<file path="src/rtl/dat_mem_dma.sv">
// ---------------------------------------------------------------------------
// dat_mem_dma
//   Block-copy engine in front of the data memory. It owns the memory's
//   single port. While idle, core loads and stores pass straight through.
//   After a start, it stalls the core and copies len bytes from src_addr to
//   dst_addr. Each byte takes two cycles: a read phase that uses the
//   memory's combinational read port, then a write phase.
//
// Ports
//   clk, rst_n                 clock; synchronous active-low reset
//   start, src_addr,           copy request. The address and length are
//   dst_addr, len              captured only when start is accepted in IDLE.
//   busy, core_stall           high while the copy is running (READ/WRITE)
//   done                       one-cycle pulse when a copy finishes
//   core_addr, core_dat_in,    core load/store port; used as the memory
//   core_wr_en                 request only in IDLE and DONE
//   core_dat_out               memory read data, returned to the core in
//                              every state
//   mem_addr, mem_dat_in,      memory port
//   mem_wr_en, mem_dat_out
// ---------------------------------------------------------------------------
module dat_mem_dma #(
    parameter int AW = 8,
    parameter int DW = 8
) (
    input  logic          clk,
    input  logic          rst_n,
    input  logic          start,
    input  logic [AW-1:0] src_addr,
    input  logic [AW-1:0] dst_addr,
    input  logic [AW-1:0] len,
    output logic          busy,
    output logic          done,
    output logic          core_stall,
    input  logic [AW-1:0] core_addr,
    input  logic [DW-1:0] core_dat_in,
    input  logic          core_wr_en,
    output logic [DW-1:0] core_dat_out,
    output logic [AW-1:0] mem_addr,
    output logic [DW-1:0] mem_dat_in,
    output logic          mem_wr_en,
    input  logic [DW-1:0] mem_dat_out
);

    typedef enum logic [1:0] {
        IDLE  = 2'd0,
        READ  = 2'd1,
        WRITE = 2'd2,
        DONE  = 2'd3
    } state_t;

    state_t        state, state_nxt;
    logic [AW-1:0] src_q, dst_q, len_q, idx;
    logic [DW-1:0] byte_buf;
    logic          wr_req;
    logic          last_byte;
    logic          accept;

    // A zero-length request skips the copy states and goes straight to DONE.
    // It does not latch the addresses or the length.
    assign accept    = (state == IDLE) && start && (len != '0);
    assign last_byte = (idx == len_q - AW'(1));

    // Next-state logic and the memory port mux
    always_comb begin
        state_nxt  = state;
        mem_addr   = core_addr;
        mem_dat_in = core_dat_in;
        wr_req     = core_wr_en;
        unique case (state)
            IDLE: begin
                if (start) state_nxt = (len != '0) ? READ : DONE;
            end
            READ: begin
                // The addition wraps modulo 2**AW, so a copy may run off the
                // top of memory.
                mem_addr  = src_q + idx;
                wr_req    = 1'b0;
                state_nxt = WRITE;
            end
            WRITE: begin
                mem_addr   = dst_q + idx;
                mem_dat_in = byte_buf;
                wr_req     = 1'b1;
                state_nxt  = last_byte ? DONE : READ;
            end
            DONE: begin
                state_nxt = IDLE;
            end
            default: state_nxt = IDLE;
        endcase
    end

    // Gate the write strobe with reset, so nothing is written while reset is
    // held, even in the middle of a WRITE phase.
    assign mem_wr_en    = wr_req & rst_n;
    assign busy         = (state == READ) || (state == WRITE);
    assign core_stall   = busy;
    assign done         = (state == DONE);
    assign core_dat_out = mem_dat_out;

    always_ff @(posedge clk) begin
        if (!rst_n) begin
            state    <= IDLE;
            idx      <= '0;
            byte_buf <= '0;
            src_q    <= '0;
            dst_q    <= '0;
            len_q    <= '0;
        end else begin
            state <= state_nxt;
            if (accept) begin
                src_q <= src_addr;
                dst_q <= dst_addr;
                len_q <= len;
                idx   <= '0;
            end
            if (state == READ) byte_buf <= mem_dat_out;
            if (state == WRITE && !last_byte) idx <= idx + AW'(1);
        end
    end

endmodule

</file>
<file path="config.mk">
export PLATFORM = sky130hd
export DESIGN_NAME = dat_mem_dma
export DESIGN_NICKNAME = d
export VERILOG_FILES = /design/src/rtl/dat_mem_dma.sv
export SDC_FILE = /design/constraint.sdc
export NUM_CORES = 1
export LEC_CHECK = 0
export ABC_AREA = 1
export CORE_UTILIZATION = 35
export DETAILED_ROUTE_END_ITERATION = 16
export GPL_TIMING_DRIVEN = 0
export PLACE_DENSITY = 0.65
export SETUP_SLACK_MARGIN = 0.4
export SKIP_LAST_GASP = 1
export SLEW_MARGIN = 40
export SYNTH_ARGS = -nofsm -noshare
export SYNTH_HDL_FRONTEND = slang
export SYNTH_SLANG_ARGS = --single-unit
</file>
<file path="constraint.sdc">
create_clock -name clk -period 2.5 [get_ports clk]
set_input_delay 0.25 -clock clk [delete_from_list [all_inputs] [get_ports clk]]
set_output_delay 0.25 -clock clk [all_outputs]
set_load 0.005 [all_outputs]
</file>
==> results of run 1 <==
==> worst min-delay path, stage by stage, from the launching register on <==
cell and delay, ns:
dfxtp_1 0.33, nor2_1 0.05, nor2_1 0.08
==> sequential cells by signal, summed over array words and instances (netlist names) <==
signal,flops
byte_buf,8
dst_q,8
idx,8
len_q,8
src_q,8
state,2
==> cell usage after synthesis <==
master      n
a21oi_2     1
inv_1      22
fa_1        1
buf_2       4
nor2_2      1
a21oi_1    21
nor2_4      3
clkinv_1    1
nand2_8     1
inv_2       3
o211ai_1    1
or2_0       1
nand3b_1    3
buf_4       9
nor3_1      2
buf_6       1
xor2_1      8
xnor2_1     2
nand3_1    29
nand4_1     4
nand2_2     4
o21ai_0    43
o21ai_1     1
ha_1       14
clkbuf_1   10
nand2_1   109
nand2_4     1
nor4_1      3
dfxtp_1    42
nor2_1     63
==> final timing paths <==
path	start	end	slack, ns	cells after the start
max	state[0]	mem_addr[6]	-0.32	16
max reg2reg	len_q[0]	idx[5]	0.64	12
min	src_q[7]	src_q[7]	0.48	2
min reg2reg	src_q[7]	src_q[7]	0.48	2
==> metrics by stage <==
| stage | instance area (um^2) | power (mW) | std cells |
|---|---|---|---|
| 2_1_floorplan | 2731 | 1.943 | 408 |
| 3_3_place_gp | 3646 | 2.545 | 586 |
| 3_5_place_dp | 3646 | 2.575 | 586 |
| 4_1_cts | 4041 | 3.301 | 608 |
| 5_1_grt | 4126 | 3.678 | 615 |
| 6_report | 4126 | 3.385 | 615 |
==> routing by layer <==
metal,vias to the layer above,track usage
met5,-,0
met2,84,0.3574
met1,1297,0.2438
met3,8,0.05355
met4,0,0.05195
li1,1525,-
==> placed cells by master (no fill, tap or decap), types with 8 or more instances in the layout <==
cell type | synthesis | final
a21oi_1 | 21 | 16
buf_2 | 4 | 10
buf_4 | 9 | 29
clkdlybuf4s50_1 | 0 | 66
dfxtp_1 | 42 | 40
ha_4 | 0 | 8
inv_1 | 22 | 20
nand2_1 | 109 | 92
nand2_2 | 4 | 12
nand2_4 | 1 | 10
nand3_1 | 29 | 26
nor2_1 | 63 | 63
o21ai_0 | 43 | 38
xor2_1 | 8 | 8
==> power by group through the flow <==
| stage | clock network, mW | logic, mW | registers [mW] |
|---|---|---|---|
| after floorplan | 0 | 1.02 | 0.920 |
| after global placement | 0 | 1.61 | 0.940 |
| after detailed placement | 0 | 1.63 | 0.945 |
| after CTS | 0.462 | 1.90 | 0.938 |
| after global routing | 0.493 | 2.22 | 0.966 |
| final | 0.456 | 1.98 | 0.944 |
==> cell type report <==
cell class	instances	area, um^2	area share
Buffer	24	241.5	0.05852
Clock buffer	5	68.82	0.01668
Clock inverter	3	21.27	0.005155
Inverter	26	105.1	0.02547
Multi-Input combinational cell	316	1818	0.4406
Sequential cell	42	845.8	0.2050
Tap cell	99	123.9	0.03002
Timing Repair Buffer	100	902.1	0.2186
==> logic make-up (layout without fill, tap and decap cells) <==
family                     Yosys count  in the layout
adders and majority gates           15             15
buffers and inverters               50            158
and+or+nand+nor                    224            224
AOI/OAI and AO/OA                   67             67
DFF                                 42             42
xor gates and xnor gates            10             10
==> what timing repair did <==
action	CTS	global route
endpoints found under the setup margin	16	11
setup buffers	14	7
resized for setup	68	30
pin swaps	16	22
==> results.yml, run 1 <==
die:
  dieArea_mm2: 0.007978
  coreArea_mm2: 0.007331
  initial_core_util: 0.3641
  std_cell_rows: 31
  ios: 80
  fp.dieW_um: 89.32
  dieHeight_um: 89.32
detailed_routing:
  dr_wl_met3_um: 464
  top_layer_used: "met4"
  antenna_left: 0
  drt-total-wl_um: 7661
  wl_met2_um: 3627
  drt_iter0_drc: 117
  avgRoutedWirePerCell_um: 12.46
  dr.pass1.iters: 4
  met1Wirelength_um: 3489
  via_per_inst: 4.738
  drcViolationCount: 0
  vias: 2914
place:
  dp_slack_ns: -0.5735
  place_hpwl_um: 5634
  port_buffers: 79
  gp_congestion: 0.8388
outcome:
  violations: "negative setup slack"
  status: "complete, but fails checks"
timing:
  slew_headroom: 0.7082
  setup_slack_ns: -0.3230
  finalCritPeriodShare: 1.129
  setup_viol: 5
  skew_ns: 0.01169
  tightest_slew_ns: 0.4377
  tns_ns: -1.202
  post-route-min-period_ns: 2.823
  fmax_mhz: 354.2
  rsz0062_at_grt: "true"
  hold_violations: 0
  maxSlewViolCount: 0
  hold_slack_ns: 0.4841
critical_path:
  cp_slowest_cell: "fa_2"
  crit_type: "register to output port"
  critPathRequiredTime_ns: 2.25
  start_kind: "register"
  cp.arrival_ns: 2.57
  worstPathMaxFanout: 6
  cpPeakStageDelay_ns: 0.37
  worstPathCellList: "inv_2 -> ha_4 -> buf_12 -> clkbuf_16 -> nand2_4 -> nand2_4 -> ha_4 -> fa_2 -> nand3_2 -> nand3_2 -> nand2_2 -> nand2_2 -> a21oi_2 -> xor2_1 -> o21ai_1 -> buf_2"
  cp_top_family: "adder cells"
  path_buf_inv: 4
  crit_path_end_kind: "output port"
cts:
  holdBufCountCts: 0
  worstSkewPairLatency_ns: 0.31
  clk_pin_slew_ns: 0.08
  cts-root-buf: "clkbuf_8"
  clockBufferDepth: 2
  clkSinkCount: 42
  cts_tree: "done"
  htreeDepth: 2
  cts_buffers: 5
power:
  clkPwrFrac: 0.135
  comb_power_share: 0.586
  powerDensity_mw_per_mm2: 820.2
  intPower_mw: 2.002
  p_sw_frac: 0.4084
  power.leakage_nw: 1.829
  p_sw_mw: 1.382
  peakVddDrop_uv: 450.7
  pwr-share-seq: 0.279
logic_synthesis:
  syn_nets: 475
  ys_warn_count: 0
  synth_compound_area_frac: 0.1280
  synth_top_family_by_area: "simple AND/OR/NAND/NOR gates"
  avgSynthCellArea_um2: 6.541
  yosys.area_share.simple: 0.3633
  synth_seq_cells: 42
  ys_types: 30
  syn-cell-area_mm2: 0.002669
  synthTopCellsByArea: "dfxtp_1 (32%), nand2_1 (15%), nor2_1 (8.9%)"
  netlist.area_leader.share: 0.3150
  synth.largest_area_cell: "dfxtp_1"
  synthMuxAreaShare: 0
  synthXorXnorAreaFrac: 0.03282
  yosys.area_share.adder: 0.07314
  synth_cells: 408
  ys_seq_area_frac: 0.3150
global_route:
  antenna_found_initial: 0
  grt_first_pass_wirelength_um: 12490
  overflow: 0
  grt_max_degree: 15
  grt_pass1_vias: 2802
  track_usage: 0.2026
final_layout:
  fin_util: 0.5629
  drive_gt1_frac: 0.2132
  antennaDiodeCount: 0
  fill_cells: 696
  fin_nets: 582
  syn_to_final_growth_pct: 54.62
min_path:
  min_path_type: "register to register"
job:
  drv_cap: 0
No activity file was read; power rests on OpenSTA's default activity.
==> inputs of run 2 (changes only) <==
--- a/config.mk
+++ b/config.mk
@@ -9,8 +9,7 @@
 export CORE_UTILIZATION = 35
 export DETAILED_ROUTE_END_ITERATION = 16
 export GPL_TIMING_DRIVEN = 0
-export PLACE_DENSITY = 0.65
-export SETUP_SLACK_MARGIN = 0.4
+export PLACE_DENSITY = 0.62
 export SKIP_LAST_GASP = 1
 export SLEW_MARGIN = 40
 export SYNTH_ARGS = -nofsm -noshare
==> constraint.sdc (replaced) <==
create_clock -name clk -period 2.8 [get_ports clk]
set_input_delay 0.28 -clock clk [delete_from_list [all_inputs] [get_ports clk]]
set_output_delay 0.28 -clock clk [all_outputs]
set_load 0.005 [all_outputs]
==> run 2 against run 1 <==
The run still ends with negative setup slack left. Clock power increased by 10%. First-iteration DRC count increased by 20%. Register-to-register slack improved by 0.32 ns.
==> results.yml, run 2 (synthesis gave the netlist of run 1 again) <==
place:
  port_buffers: 79
  gp_congestion: 0.8350
  dp_slack_ns: -0.7012
  place_hpwl_um: 5656
cts:
  worstSkewPairLatency_ns: 0.30
  holdBufCountCts: 0
  clockBufferDepth: 2
  cts_buffers: 5
  clk_pin_slew_ns: 0.09
  clkSinkCount: 42
  htreeDepth: 2
  cts_tree: "done"
  cts-root-buf: "clkbuf_8"
die:
  dieArea_mm2: 0.007978
  std_cell_rows: 31
  fp.dieW_um: 89.32
  dieHeight_um: 89.32
  ios: 80
  coreArea_mm2: 0.007331
  initial_core_util: 0.3641
timing:
  tightest_slew_ns: 0.4724
  maxSlewViolCount: 0
  setup_slack_ns: -0.004819
  tns_ns: -0.004819
  rsz0062_at_grt: "true"
  setup_viol: 1
  fmax_mhz: 356.5
  finalCritPeriodShare: 1.002
  hold_violations: 0
  skew_ns: 0.005501
  post-route-min-period_ns: 2.805
  slew_headroom: 0.6850
final_layout:
  syn_to_final_growth_pct: 49.79
  fin_util: 0.5453
  fin_nets: 573
  drive_gt1_frac: 0.1657
  antennaDiodeCount: 0
  final_common_cell: "nand2_1"
  layout_common_cells: "nand2_1 (98), clkdlybuf4s50_1 (72), nor2_1 (63)"
global_route:
  overflow: 0
  track_usage: 0.1986
  grt_pass1_vias: 2749
  antenna_found_initial: 0
  grt_first_pass_wirelength_um: 12300
  grt_max_degree: 15
critical_path:
  start_kind: "register"
  crit_path_end_kind: "output port"
  r2r_cells: 12
  rr_endpoint: "idx[5]"
  crit_type: "register to output port"
  worstPathMaxFanout: 5
  cp.arrival_ns: 2.52
  reg2reg_slack_ns: 0.96
  r2r-start: "len_q[1]"
  critPathRequiredTime_ns: 2.52
min_path:
  hold_depth: 2
  min_from: "dst_q[5]"
  hold-path-endpoint: "dst_q[5]"
  min_path_type: "register to register"
detailed_routing:
  via_per_inst: 4.668
  antenna_left: 0
  drt-total-wl_um: 7538
  drt_iter0_drc: 140
  avgRoutedWirePerCell_um: 12.44
  vias: 2829
  dr.pass1.iters: 4
  drcViolationCount: 0
outcome:
  status: "complete, but fails checks"
  violations: "negative setup slack"
power:
  peakVddDrop_uv: 484.4
  powerDensity_mw_per_mm2: 731.3
  power.leakage_nw: 1.735
job:
  drv_cap: 0
[run 2: stage by stage]
stage	cells	instance area (um^2)	hold slack [ns]	power (mW)
after CTS	608	3983	0.4919	2.919
after global routing	606	3998	0.5124	3.169
final	606	3998	0.4900	2.923
after floorplan	408	2669	0.4149	1.687
after global placement	586	3583	0.4637	2.229
after detailed placement	586	3583	0.4714	2.244
[run 2: per-layer routing]
| layer | wire length (um) | part of all wire | track usage |
|---|---|---|---|
| met3 | 444 | 0.059 | 0.04155 |
| met1 | 3438 | 0.46 | 0.2401 |
| met5 | 0 | 0 | 0 |
| met2 | 3575 | 0.47 | 0.3609 |
| met4 | 80 | 0.011 | 0.04329 |
[run 2: area by class of cell]
cell class / instances / area [um^2]
fillers: 716 / 3333
multi-input cells: 316 / 1747
repair buffers: 93 / 877.1
flip-flops and latches: 42 / 845.8
plain buffers: 22 / 186.4
well taps: 99 / 123.9
inverters: 26 / 105.1
clock buffers: 5 / 68.82
clock inverters: 3 / 43.79
[run 2: timing repair]
item | in CTS | in global routing
gates resized for setup | 61 | 10
endpoints found under the setup margin | 8 | 6
setup buffers | 14 | 0
pin swaps | 14 | 10
[run 2: worst max-delay path by stage]
stage	from	end	slack [ns]	depth (start not counted)
floorplan	state[0]	mem_addr[6]	0.19	15
CTS	state[0]	mem_addr[6]	-0.08	17
finish	state[0]	mem_addr[6]	-0.005	15
detailed placement	state[0]	mem_addr[6]	-0.70	17
global placement	state[0]	mem_addr[6]	-0.66	17
global route	state[0]	mem_addr[6]	-0.13	15
[run 2: power by group]
group | leakage, nW | total, mW | internal [mW] | switching, mW
Clock | 0.0585 | 0.503 | 0.268 | 0.235
Combinational | 1.33 | 1.59 | 0.752 | 0.834
Sequential | 0.347 | 0.835 | 0.735 | 0.101
[run 2: worst max-delay path, cell delays in order (launching register included)]
cell       delay, ns
dfxtp_2         0.34
inv_2           0.05
ha_4            0.20
clkbuf_16       0.16
nand2_1         0.10
nand2_4         0.06
ha_4            0.15
fa_2            0.35
nand3_2         0.08
nand3_2         0.08
nand2_2         0.08
nand2_2         0.05
a21oi_2         0.14
xor2_1          0.16
o21ai_1         0.08
buf_2           0.12
==> inputs of run 3 (changes only) <==
--- a/config.mk
+++ b/config.mk
@@ -5,11 +5,10 @@
 export SDC_FILE = /design/constraint.sdc
 export NUM_CORES = 1
 export LEC_CHECK = 0
-export ABC_AREA = 1
 export CORE_UTILIZATION = 35
 export DETAILED_ROUTE_END_ITERATION = 16
 export GPL_TIMING_DRIVEN = 0
-export PLACE_DENSITY = 0.62
+export PLACE_DENSITY = 0.63
 export SKIP_LAST_GASP = 1
 export SLEW_MARGIN = 40
 export SYNTH_ARGS = -nofsm -noshare
==> run 3 against run 2 <==
The flow still finishes with violations (negative setup slack). Worst setup slack got worse by 0.33 ns. Clock power down 5.2%. Global-route usage shrank 1.9 points. Total power fell by 26%. Synthesized cell count shrank 25%. Cell area down 1.3%. Register-to-register slack lost 0.68 ns. Critical path type unchanged.
==> results.yml, run 3 <==
power:
  powerDensity_mw_per_mm2: 548.6
  intPower_mw: 1.484
  p_sw_frac: 0.3147
  power.leakage_nw: 1.579
  comb_power_share: 0.445
  p_total_mw: 2.165
  clkPwrFrac: 0.220
  pwr-share-seq: 0.335
  p_sw_mw: 0.6813
  peakVddDrop_uv: 260.8
job:
  drv_cap: 0
logic_synthesis:
  netlist.area_leader.share: 0.3176
  syn_nets: 371
  synth_cells: 304
  synth_seq_cells: 42
  synth_edf_count: 0
  ys_types: 47
  yosys-top-cells-count: "nand2_1 (53), dfxtp_1 (42), a21boi_0 (24)"
  synthArstFlopShare: 0
  syn-cell-area_mm2: 0.002648
  synth_ff_type: "dfxtp_1"
  avgSynthCellArea_um2: 8.709
  synth.largest_area_cell: "dfxtp_1"
  yosysMostFrequentCell: "nand2_1"
  synthTopCellsByArea: "dfxtp_1 (32%), mux2_2 (9.8%), nand2_1 (7.5%)"
  ys_warn_count: 0
  ys_seq_area_frac: 0.3176
die:
  coreArea_mm2: 0.007292
  dieArea_mm2: 0.007917
  std_cell_rows: 31
  fp.dieW_um: 88.98
  initial_core_util: 0.3631
  ios: 80
  dieHeight_um: 88.98
critical_path:
  crit_type: "register to output port"
  start_kind: "register"
  crit_path_end_kind: "output port"
  worstPathMaxFanout: 4
  critPathRequiredTime_ns: 2.52
  cp.arrival_ns: 2.85
global_route:
  grt_pass1_vias: 2298
  grt_first_pass_wirelength_um: 10760
  antenna_found_initial: 0
  track_usage: 0.1795
  overflow: 0
  grt_max_degree: 13
cts:
  clk_pin_slew_ns: 0.08
  cts_buffers: 5
  clkSinkCount: 42
  cts-root-buf: "clkbuf_8"
  holdBufCountCts: 0
  cts_tree: "done"
  clockBufferDepth: 2
  htreeDepth: 2
  worstSkewPairLatency_ns: 0.30
timing:
  slew_headroom: 0.5804
  post-route-min-period_ns: 3.135
  hold_violations: 0
  setup_viol: 5
  setup_slack_ns: -0.3348
  skew_ns: 0.005505
  tightest_slew_ns: 0.6294
  fmax_mhz: 319.0
  finalCritPeriodShare: 1.120
  rsz0062_at_grt: "true"
  maxSlewViolCount: 0
detailed_routing:
  vias: 2438
  drt_iter0_drc: 56
  drt-total-wl_um: 6808
  drcViolationCount: 0
  wl_met2_um: 3190
  via_per_inst: 4.818
  dr_wl_met3_um: 336
  avgRoutedWirePerCell_um: 13.45
  met1Wirelength_um: 3196
  dr.pass1.iters: 4
  antenna_left: 0
  top_layer_used: "met4"
outcome:
  status: "complete, but fails checks"
  violations: "negative setup slack"
final_layout:
  finalNonFillerCells: 506
  syn_to_final_growth_pct: 49.05
  final_common_cell: "clkdlybuf4s50_1"
  antennaDiodeCount: 0
  drive_gt1_frac: 0.2088
  fin_nets: 473
  fin_util: 0.5412
  layout_common_cells: "clkdlybuf4s50_1 (71), nand2_1 (53), dfxtp_1 (40)"
place:
  gp_congestion: 0.7854
  place_hpwl_um: 5062
  port_buffers: 78
  dp_slack_ns: -0.6432
  place_inst: 481
min_path:
  min_path_type: "register to register"
## run 3: cell types whose count changed after synthesis, sizes merged, moves of 11 or more
cell | previous run | this run
nand2 | 115 | 53
nand3 | 29 | 10
o21ai | 44 | 9
a21boi | 0 | 24
mux2i | 0 | 11
inv | 25 | 8
mux2 | 0 | 23
a21oi | 22 | 5
nor2 | 67 | 9
## run 3: what timing repair did
action,in CTS,in global routing
hold endpoints to repair,0,0
setup endpoints to repair,9,7
pin swaps,12,11
buffers inserted,14,5
gates resized for setup,34,6
## run 3: final cells by class
type / count / area, um^2
plain buffers: 23 / 141.4
repair buffers: 97 / 925.9
multi-input cells: 229 / 1775
flip-flops and latches: 42 / 843.3
clock buffers: 7 / 76.32
fillers: 692 / 3346
clock inverters: 1 / 30.03
well taps: 99 / 123.9
inverters: 8 / 30.03
## run 3: kinds of logic (layout without fill, tap and decap cells)
group                    Yosys count  in the layout  share of synthesized area
buffers and inverters             33            136                    0.05954
AO/OA/AOI/OAI                     59             59                     0.1626
multiplexers                      34             34                     0.1394
AND/OR/NAND/NOR                  103            103                     0.1876
flip-flops                        42             42                     0.3176
adder cells (fa/ha/maj)           15             15                    0.07373
XOR/XNOR                          18             18                    0.05955
## run 3: critical path, stage by stage, from the launching register on
cell,delay [ns]
dfxtp_2,0.33
inv_2,0.08
ha_4,0.19
clkbuf_16,0.14
mux2_4,0.30
ha_4,0.16
fa_2,0.37
a21oi_2,0.14
o21bai_1,0.11
a21o_1,0.17
a21oi_2,0.13
xnor2_1,0.07
mux2_4,0.26
buf_6,0.11
## run 3: metal layers
layer  up-vias  global-route usage
met5         -                   0
met4         0             0.05483
met3         9             0.03878
met2        60              0.2888
met1      1121              0.2421
li1       1248                   -
## run 3: path summary, 6_finish.rpt
| path | slack (ns) | cells after the start | start | to |
|---|---|---|---|---|
| max | -0.33 | 13 | state[0] | mem_addr[6] |
| min reg2reg | 0.46 | 2 | dst_q[2] | dst_q[2] |
| min | 0.46 | 2 | dst_q[2] | dst_q[2] |
| max reg2reg | 0.28 | 10 | len_q[0] | idx[7] |
## run 3: per-stage QoR
| step | hold WS (ns) | TNS, ns | area [um^2] |
|---|---|---|---|
| 2_1_floorplan | 0.4249 | 0 | 2705 |
| 3_3_place_gp | 0.4471 | -2.457 | 3610 |
| 3_5_place_dp | 0.4539 | -2.510 | 3610 |
| 4_1_cts | 0.4681 | -1.565 | 3891 |
| 5_1_grt | 0.4863 | -1.885 | 3946 |
| 6_report | 0.4637 | -1.209 | 3946 |
## run 3: power by group through the flow
stage	Combinational, mW	Clock [mW]	Sequential, mW
final	0.963	0.477	0.725
after global routing	1.05	0.524	0.735
after CTS	0.947	0.487	0.724
after detailed placement	0.892	0	0.740
after global placement	0.882	0	0.737
after floorplan	0.537	0	0.722
